===== config.mk =====
export PLATFORM = sky130hd
export DESIGN_NAME = button_conditioner_multi
export DESIGN_NICKNAME = d
export VERILOG_FILES = /design/src/rtl/button_conditioner_multi.sv
export SDC_FILE = /design/constraint.sdc
export NUM_CORES = 1
export LEC_CHECK = 0
export ABC_AREA = 1
export CAP_MARGIN = 20
export CORE_ASPECT_RATIO = 0.9
export CORE_UTILIZATION = 50
export CTS_BUF_LIST = sky130_fd_sc_hd__clkbuf_4
export CTS_CLUSTER_DIAMETER = 200
export DETAILED_ROUTE_END_ITERATION = 6
export HOLD_SLACK_MARGIN = 0.02
export PLACE_DENSITY = 0.68
export SYNTH_ARGS = -nofsm -noshare
export SYNTH_HDL_FRONTEND = slang
export SYNTH_SLANG_ARGS = --single-unit
export TNS_END_PERCENT = 20

===== constraint.sdc =====
create_clock -name clk -period 2.5 [get_ports clk]
set_input_delay 0.5 -clock clk [delete_from_list [all_inputs] [get_ports clk]]
set_output_delay 0.5 -clock clk [all_outputs]
set_load 0.1 [all_outputs]

===== src/rtl/button_conditioner_multi.sv =====
// -----------------------------------------------------------------------------
// button_conditioner_multi
//
// Purpose: N_BTN independent pushbutton conditioners. Each channel synchronises
// its raw pin, debounces it into a clean registered level, and produces
// one-cycle press/release pulses, a single long-press pulse per hold and,
// when built with BUTTON_AUTO_REPEAT_EN defined, periodic auto-repeat pulses
// while the button stays held after the long press.
//
// Optional feature macro: BUTTON_AUTO_REPEAT_EN
//   undefined (default): no repeat counter, repeat_pulse tied to 0.
//   defined            : repeat_pulse fires every REPEAT_CYCLES enabled
//                        cycles while in the long-held state.
//
// Ports:
//   clk            in   system clock
//   rst_n          in   asynchronous active-low reset
//   ena            in   1 = run; 0 = freeze counters/level/FSM, pulses forced 0
//                       (input synchronisers keep shifting)
//   btn_raw        in   [N_BTN] raw asynchronous button pins
//   level          out  [N_BTN] debounced pressed level (registered)
//   press          out  [N_BTN] one-cycle pulse on accepted press
//   release_o      out  [N_BTN] one-cycle pulse on accepted release
//   long_press     out  [N_BTN] one-cycle pulse once per hold
//   repeat_pulse   out  [N_BTN] one-cycle auto-repeat pulses
//   hold_state_dbg out  [2*N_BTN] per-channel hold FSM state, channel g at
//                       bits [2g+1:2g] (0 released, 1 held, 2 long)
//
// Handshake: none. All outputs are plain registered levels/pulses; a pulse is
// high for exactly the one cycle following the clock edge that produced it.
// -----------------------------------------------------------------------------
module button_conditioner_multi #(
  parameter int N_BTN           = 4,
  parameter int SYNC_STAGES     = 2,
  parameter int DEBOUNCE_CYCLES = 1000,
  parameter int LONG_CYCLES     = 50000,
  parameter int REPEAT_CYCLES   = 10000,
  parameter int ACTIVE_LOW      = 0
) (
  input  logic               clk,
  input  logic               rst_n,
  input  logic               ena,
  input  logic [N_BTN-1:0]   btn_raw,
  output logic [N_BTN-1:0]   level,
  output logic [N_BTN-1:0]   press,
  output logic [N_BTN-1:0]   release_o,
  output logic [N_BTN-1:0]   long_press,
  output logic [N_BTN-1:0]   repeat_pulse,
  output logic [2*N_BTN-1:0] hold_state_dbg
);

  localparam int DB_W   = $clog2(DEBOUNCE_CYCLES) + 1;
  localparam int HOLD_W = $clog2(LONG_CYCLES) + 1;
`ifdef BUTTON_AUTO_REPEAT_EN
  localparam int REP_W  = $clog2(REPEAT_CYCLES) + 1;
`endif

  typedef enum logic [1:0] {
    ST_RELEASED = 2'd0,
    ST_HELD     = 2'd1,
    ST_LONG     = 2'd2
  } hold_state_e;

  // Normalise polarity before synchronising so every later stage sees 1 = pressed.
  logic [N_BTN-1:0] raw_pressed;
  assign raw_pressed = (ACTIVE_LOW != 0) ? ~btn_raw : btn_raw;

  for (genvar g = 0; g < N_BTN; g++) begin : g_ch
    logic [SYNC_STAGES-1:0] sync_q;
    logic                   s;
    logic [DB_W-1:0]        db_cnt_q, db_cnt_d;
    logic                   level_q, level_d;
    logic                   rise, fall;
    hold_state_e            state_q, state_d;
    logic [HOLD_W-1:0]      hold_cnt_q, hold_cnt_d;
    logic                   press_q, release_q, long_q, long_d;
`ifdef BUTTON_AUTO_REPEAT_EN
    logic [REP_W-1:0]       rep_cnt_q, rep_cnt_d;
    logic                   rep_q, rep_d;
`endif

    // Synchroniser: keeps shifting even while disabled so it is fresh on resume.
    always_ff @(posedge clk or negedge rst_n) begin
      if (!rst_n) sync_q <= '0;
      else        sync_q <= {sync_q[SYNC_STAGES-2:0], raw_pressed[g]};
    end
    assign s = sync_q[SYNC_STAGES-1];

    // Debounce: accept a change only after DEBOUNCE_CYCLES consecutive enabled
    // cycles of disagreement; any agreement restarts the count.
    always_comb begin
      db_cnt_d = db_cnt_q;
      level_d  = level_q;
      if (ena) begin
        if (s == level_q) begin
          db_cnt_d = '0;
        end else if (db_cnt_q == DB_W'(DEBOUNCE_CYCLES - 1)) begin
          level_d  = ~level_q;
          db_cnt_d = '0;
        end else begin
          db_cnt_d = db_cnt_q + DB_W'(1);
        end
      end
    end

    assign rise = level_d & ~level_q;
    assign fall = ~level_d & level_q;

    // Hold FSM next state. A falling level overrides everything, so a release
    // on the long-press (or repeat) edge suppresses that pulse.
    always_comb begin
      state_d    = state_q;
      hold_cnt_d = hold_cnt_q;
      long_d     = 1'b0;
`ifdef BUTTON_AUTO_REPEAT_EN
      rep_cnt_d  = rep_cnt_q;
      rep_d      = 1'b0;
`endif
      if (ena) begin
        if (fall) begin
          state_d = ST_RELEASED;
        end else begin
          case (state_q)
            ST_RELEASED: begin
              if (rise) begin
                state_d    = ST_HELD;
                hold_cnt_d = '0;
              end
            end
            ST_HELD: begin
              if (hold_cnt_q == HOLD_W'(LONG_CYCLES - 1)) begin
                long_d  = 1'b1;
                state_d = ST_LONG;
`ifdef BUTTON_AUTO_REPEAT_EN
                rep_cnt_d = '0;
`endif
              end else begin
                hold_cnt_d = hold_cnt_q + HOLD_W'(1);
              end
            end
            ST_LONG: begin
`ifdef BUTTON_AUTO_REPEAT_EN
              if (rep_cnt_q == REP_W'(REPEAT_CYCLES - 1)) begin
                rep_d     = 1'b1;
                rep_cnt_d = '0;
              end else begin
                rep_cnt_d = rep_cnt_q + REP_W'(1);
              end
`endif
            end
            default: state_d = ST_RELEASED;
          endcase
        end
      end
    end

    always_ff @(posedge clk or negedge rst_n) begin
      if (!rst_n) begin
        db_cnt_q   <= '0;
        level_q    <= 1'b0;
        state_q    <= ST_RELEASED;
        hold_cnt_q <= '0;
        press_q    <= 1'b0;
        release_q  <= 1'b0;
        long_q     <= 1'b0;
      end else begin
        db_cnt_q   <= db_cnt_d;
        level_q    <= level_d;
        state_q    <= state_d;
        hold_cnt_q <= hold_cnt_d;
        press_q    <= rise;
        release_q  <= fall;
        long_q     <= long_d;
      end
    end

`ifdef BUTTON_AUTO_REPEAT_EN
    always_ff @(posedge clk or negedge rst_n) begin
      if (!rst_n) begin
        rep_cnt_q <= '0;
        rep_q     <= 1'b0;
      end else begin
        rep_cnt_q <= rep_cnt_d;
        rep_q     <= rep_d;
      end
    end
    assign repeat_pulse[g] = rep_q;
`endif

    assign level[g]                 = level_q;
    assign press[g]                 = press_q;
    assign release_o[g]             = release_q;
    assign long_press[g]            = long_q;
    assign hold_state_dbg[2*g +: 2] = state_q;
  end

`ifndef BUTTON_AUTO_REPEAT_EN
  // No repeat logic in this build; the period still appears in the tie-off
  // expression so the parameter stays referenced.
  assign repeat_pulse = {N_BTN{1'b0}} & {N_BTN{REPEAT_CYCLES > 0}};
`endif

endmodule


==> impl_metrics.tcl <==
set metrics [dict create \
    synth_seq_cells 144 \
    portBuffers 30 \
    groute.usage.overall 0.2178 \
    vias_in_the_first_global_route 6762 \
    die_x_um 140.6 \
    firstDrtPassIters 5 \
    vias 7496 \
    total_clock_buffers_created_by_cts 17 \
    remaining_drc_errors 0 \
    areaGrowthSynthToFinish_pct 10.30 \
    max-cap-violations 0 \
    cp_data_arrival_time_ps 2700 \
    synthesized_cell_area_sq_um 8641 \
    final_antenna_net_count 0 \
    initial_antenna_violation_count 1 \
    post_synthesis_cell_type_with_the_largest_combined_area "dfrtp_1" \
    netlist-cell-type-count 37 \
    slew-limit-headroom 0.6512 \
    postSynthCellCount 1191 \
    fin_worst_skew_ps 20.37 \
    cts_tree "done" \
    total_leakage_power_uw 0.004107 \
    synth.top_cell.area_share 0.4170 \
    finalWeightedCongestion 0.9212 \
    ir_drop_mv 0.2862 \
    power.switching_fraction 0.3381 \
    final-setup-viol-count 0 \
    max-clock-path-buffers 2 \
    vias_per_cell 5.124 \
    wirelength_um 18400 \
    grt_pass1_wl_um 31590 \
    postLayoutCoreUtil 0.5642 \
    flop_pwr_share 0.495 \
    fin_crit_sh 0.9071 \
    die_y_um 126.7 \
    hold_fails_final_rpt 0 \
    final_max_slew_viol_count 0 \
    clkLatencyLatePin_ps 550 \
    crit_required_ps 2930 \
    power.internal_uw 3396 \
    synth-warning-count 0 \
    synth.area.top_cells "dfrtp_1, nand2_1, nor2_1, nand3_1, inv_1" \
    worstSetupStartpointType "register" \
    hpwlAfterDp_um 13170 \
    postSynthAreaPerCell_sq_um 7.255 \
    worstSetupPathType "reg -> reg" \
    initial_utilization 0.5116 \
    fin_tns_setup_ps 0 \
    power_frac_comb 0.196 \
    finalWorstPathRequiredPeriod_ps 2268 \
    overflow 0 \
    clk_transition_reported_paths_ps 120 \
    clockRootBuffer "clkbuf_4" \
    cp_max_fo 17 \
    worst_margin_pin_slew_ps 521.3 \
    layout-drive-gt1-share 0.1071 \
    net-switching-power_uw 1735 \
    largest_net_degree_at_the_start_of_global_routing 50 \
    boundaryPins 35 \
    synth_seq_area_share 0.4170 \
    achievable-frequency_ghz 0.4410 \
    power_per_cell_area_nw_per_um2 538.4 \
    total_power_uw 5131 \
    design.final.nets 1263 \
    floorplan.core_area_sq_um 16890 \
    worst_setup_path_end_kind "register" \
    die-area_sq_um 17810 \
    min_path_type "reg -> reg" \
    status "complete, no violations" \
    core.rowCount 45 \
    clock_power_share 0.309 \
    first_iter_violations 480 \
    h-tree-depth 4 \
    clock_sinks 144 \
    wire_per_inst_um 12.58 \
]
==> synth_stat cells (all sizes together) <==
cell type	number
ha	18
buf	39
and2	3
clkbuf	5
xnor2	5
o21bai	9
or2	10
inv	119
o21ai	89
nor3	35
nand3b	3
a21o	1
mux2i	1
dfrtp	144
a21oi	16
nand4	36
nand2	329
nor2	176
and3	1
nand3	115
conb	1
o211ai	6
nor4	4
xor2	26
==> stage by stage <==
step	cells	hold WS (ps)	cell area [sq um]	worst slack [ps]
floorplan	1194	204.4	8652	101.9
global placement	1424	333.3	9146	-36.65
detailed placement	1424	342.0	9146	-115.9
CTS	1457	332.5	9458	69.90
global route	1463	319.9	9530	-10.36
finish	1463	364.0	9530	232.2
==> logic make-up (layout without fill, tap and decap cells) <==
| family | after synthesis | count (layout) | share of synthesized area |
|---|---|---|---|
| simple gates | 712 | 713 | 0.3594 |
| compound gates | 121 | 121 | 0.07559 |
| flops | 144 | 144 | 0.4170 |
| other cells | 1 | 5 | 0.0004340 |
| xor+xnor | 31 | 31 | 0.03142 |
| mux | 1 | 1 | 0.001158 |
| buf+inv | 163 | 219 | 0.08891 |
| fa+ha+maj | 18 | 18 | 0.02606 |
==> path summary, 6_finish.rpt <==
kind                                startpoint                    end  slack [ps]  cells after the start
hold reg to reg              g_ch[1].sync_q[0]      g_ch[1].sync_q[1]         360                      0
max in group asynchronous                rst_n    g_ch[3].db_cnt_q[6]        1430                      3
setup / recovery           g_ch[0].db_cnt_q[1]  g_ch[0].hold_cnt_q[8]         230                     14
hold / removal               g_ch[1].sync_q[0]      g_ch[1].sync_q[1]         360                      0
setup reg to reg           g_ch[0].db_cnt_q[1]  g_ch[0].hold_cnt_q[8]         230                     14
min in group asynchronous                rst_n  g_ch[1].hold_cnt_q[9]         430                      2
==> layout make-up <==
type / count / area (sq um)
clock buffer: 18 / 135.1
timing repair buffer: 68 / 591.8
antenna: 1 / 2.502
inverter: 119 / 446.7
clock inverter: 14 / 166.4
tap: 211 / 264.0
sequential: 144 / 3603
fill: 1610 / 7361
multi-input combinational: 888 / 4320
==> cell usage in the layout, fill, tap and decap left out, types with 2 or more instances in the layout <==
| cell | Yosys | final |
|---|---|---|
| nand2_1 | 324 | 324 |
| nor2_1 | 166 | 165 |
| dfrtp_1 | 144 | 144 |
| inv_1 | 116 | 116 |
| nand3_1 | 115 | 115 |
| buf_4 | 23 | 56 |
| o21ai_0 | 52 | 49 |
| o21ai_1 | 37 | 39 |
| nand4_1 | 35 | 35 |
| nor3_1 | 32 | 30 |
| xor2_1 | 26 | 26 |
| ha_1 | 18 | 18 |
| clkbuf_4 | 0 | 18 |
| a21oi_1 | 14 | 14 |
| or2_2 | 9 | 9 |
| o21bai_1 | 9 | 9 |
| nor2_2 | 6 | 7 |
| o211ai_1 | 6 | 6 |
| xnor2_1 | 5 | 5 |
| clkdlybuf4s50_1 | 0 | 5 |
| buf_12 | 0 | 5 |
| nor3_2 | 3 | 4 |
| nand2_2 | 4 | 4 |
| nor2_4 | 4 | 4 |
| conb_1 | 1 | 4 |
| clkinvlp_4 | 0 | 4 |
| clkinv_2 | 0 | 4 |
| inv_2 | 3 | 3 |
| nand3b_1 | 3 | 3 |
| and2_1 | 3 | 3 |
| bufinv_16 | 0 | 3 |
| nor4_1 | 3 | 2 |
| nand2_4 | 1 | 2 |
| a21oi_2 | 2 | 2 |
| clkinv_4 | 0 | 2 |
==> routing by layer <==
layer	up-vias	wire [um]	share of wire	global-route usage
li1	3941	-	-	-
met1	3426	9628	0.52	0.3129
met2	121	8079	0.44	0.3382
met3	8	588	0.032	0.04455
met4	0	103	0.0056	0.05179
met5	-	0	0	0
==> registers in the layout (all words and copies together) (netlist names) <==
signal / cells
g_ch.hold_cnt_q: 68
g_ch.press_q: 4
g_ch.state_q: 8
g_ch.level_q: 4
g_ch.sync_q: 8
g_ch.release_q: 4
g_ch.db_cnt_q: 44
g_ch.long_q: 4
==> power groups by stage <==
stage	Sequential, uW	Clock [uW]	Combinational [uW]
2_1_floorplan	2780	0	519
3_3_place_gp	2580	0	985
3_5_place_dp	2580	0	1010
4_1_cts	2540	1650	1010
5_1_grt	2560	1740	1110
6_report	2540	1590	1010
==> critical path: stages, from the launching register on <==
cell	delay [ps]
dfrtp_1	410
ha_1	180
nand2_1	120
nor2_1	150
nand4_1	160
o21ai_1	150
nand2_1	80
inv_1	80
ha_1	160
nor2_1	60
nor4_4	160
buf_4	160
nand2_4	120
nand2_1	80
o21ai_0	80
==> repair_timing <==
item	in CTS	in global routing
hold buffers	1	0
hold endpoints to repair	45	0
setup endpoints to repair	0	54
buffers inserted	0	4
resized for setup	0	10
No activity file was read; power rests on OpenSTA's default activity.
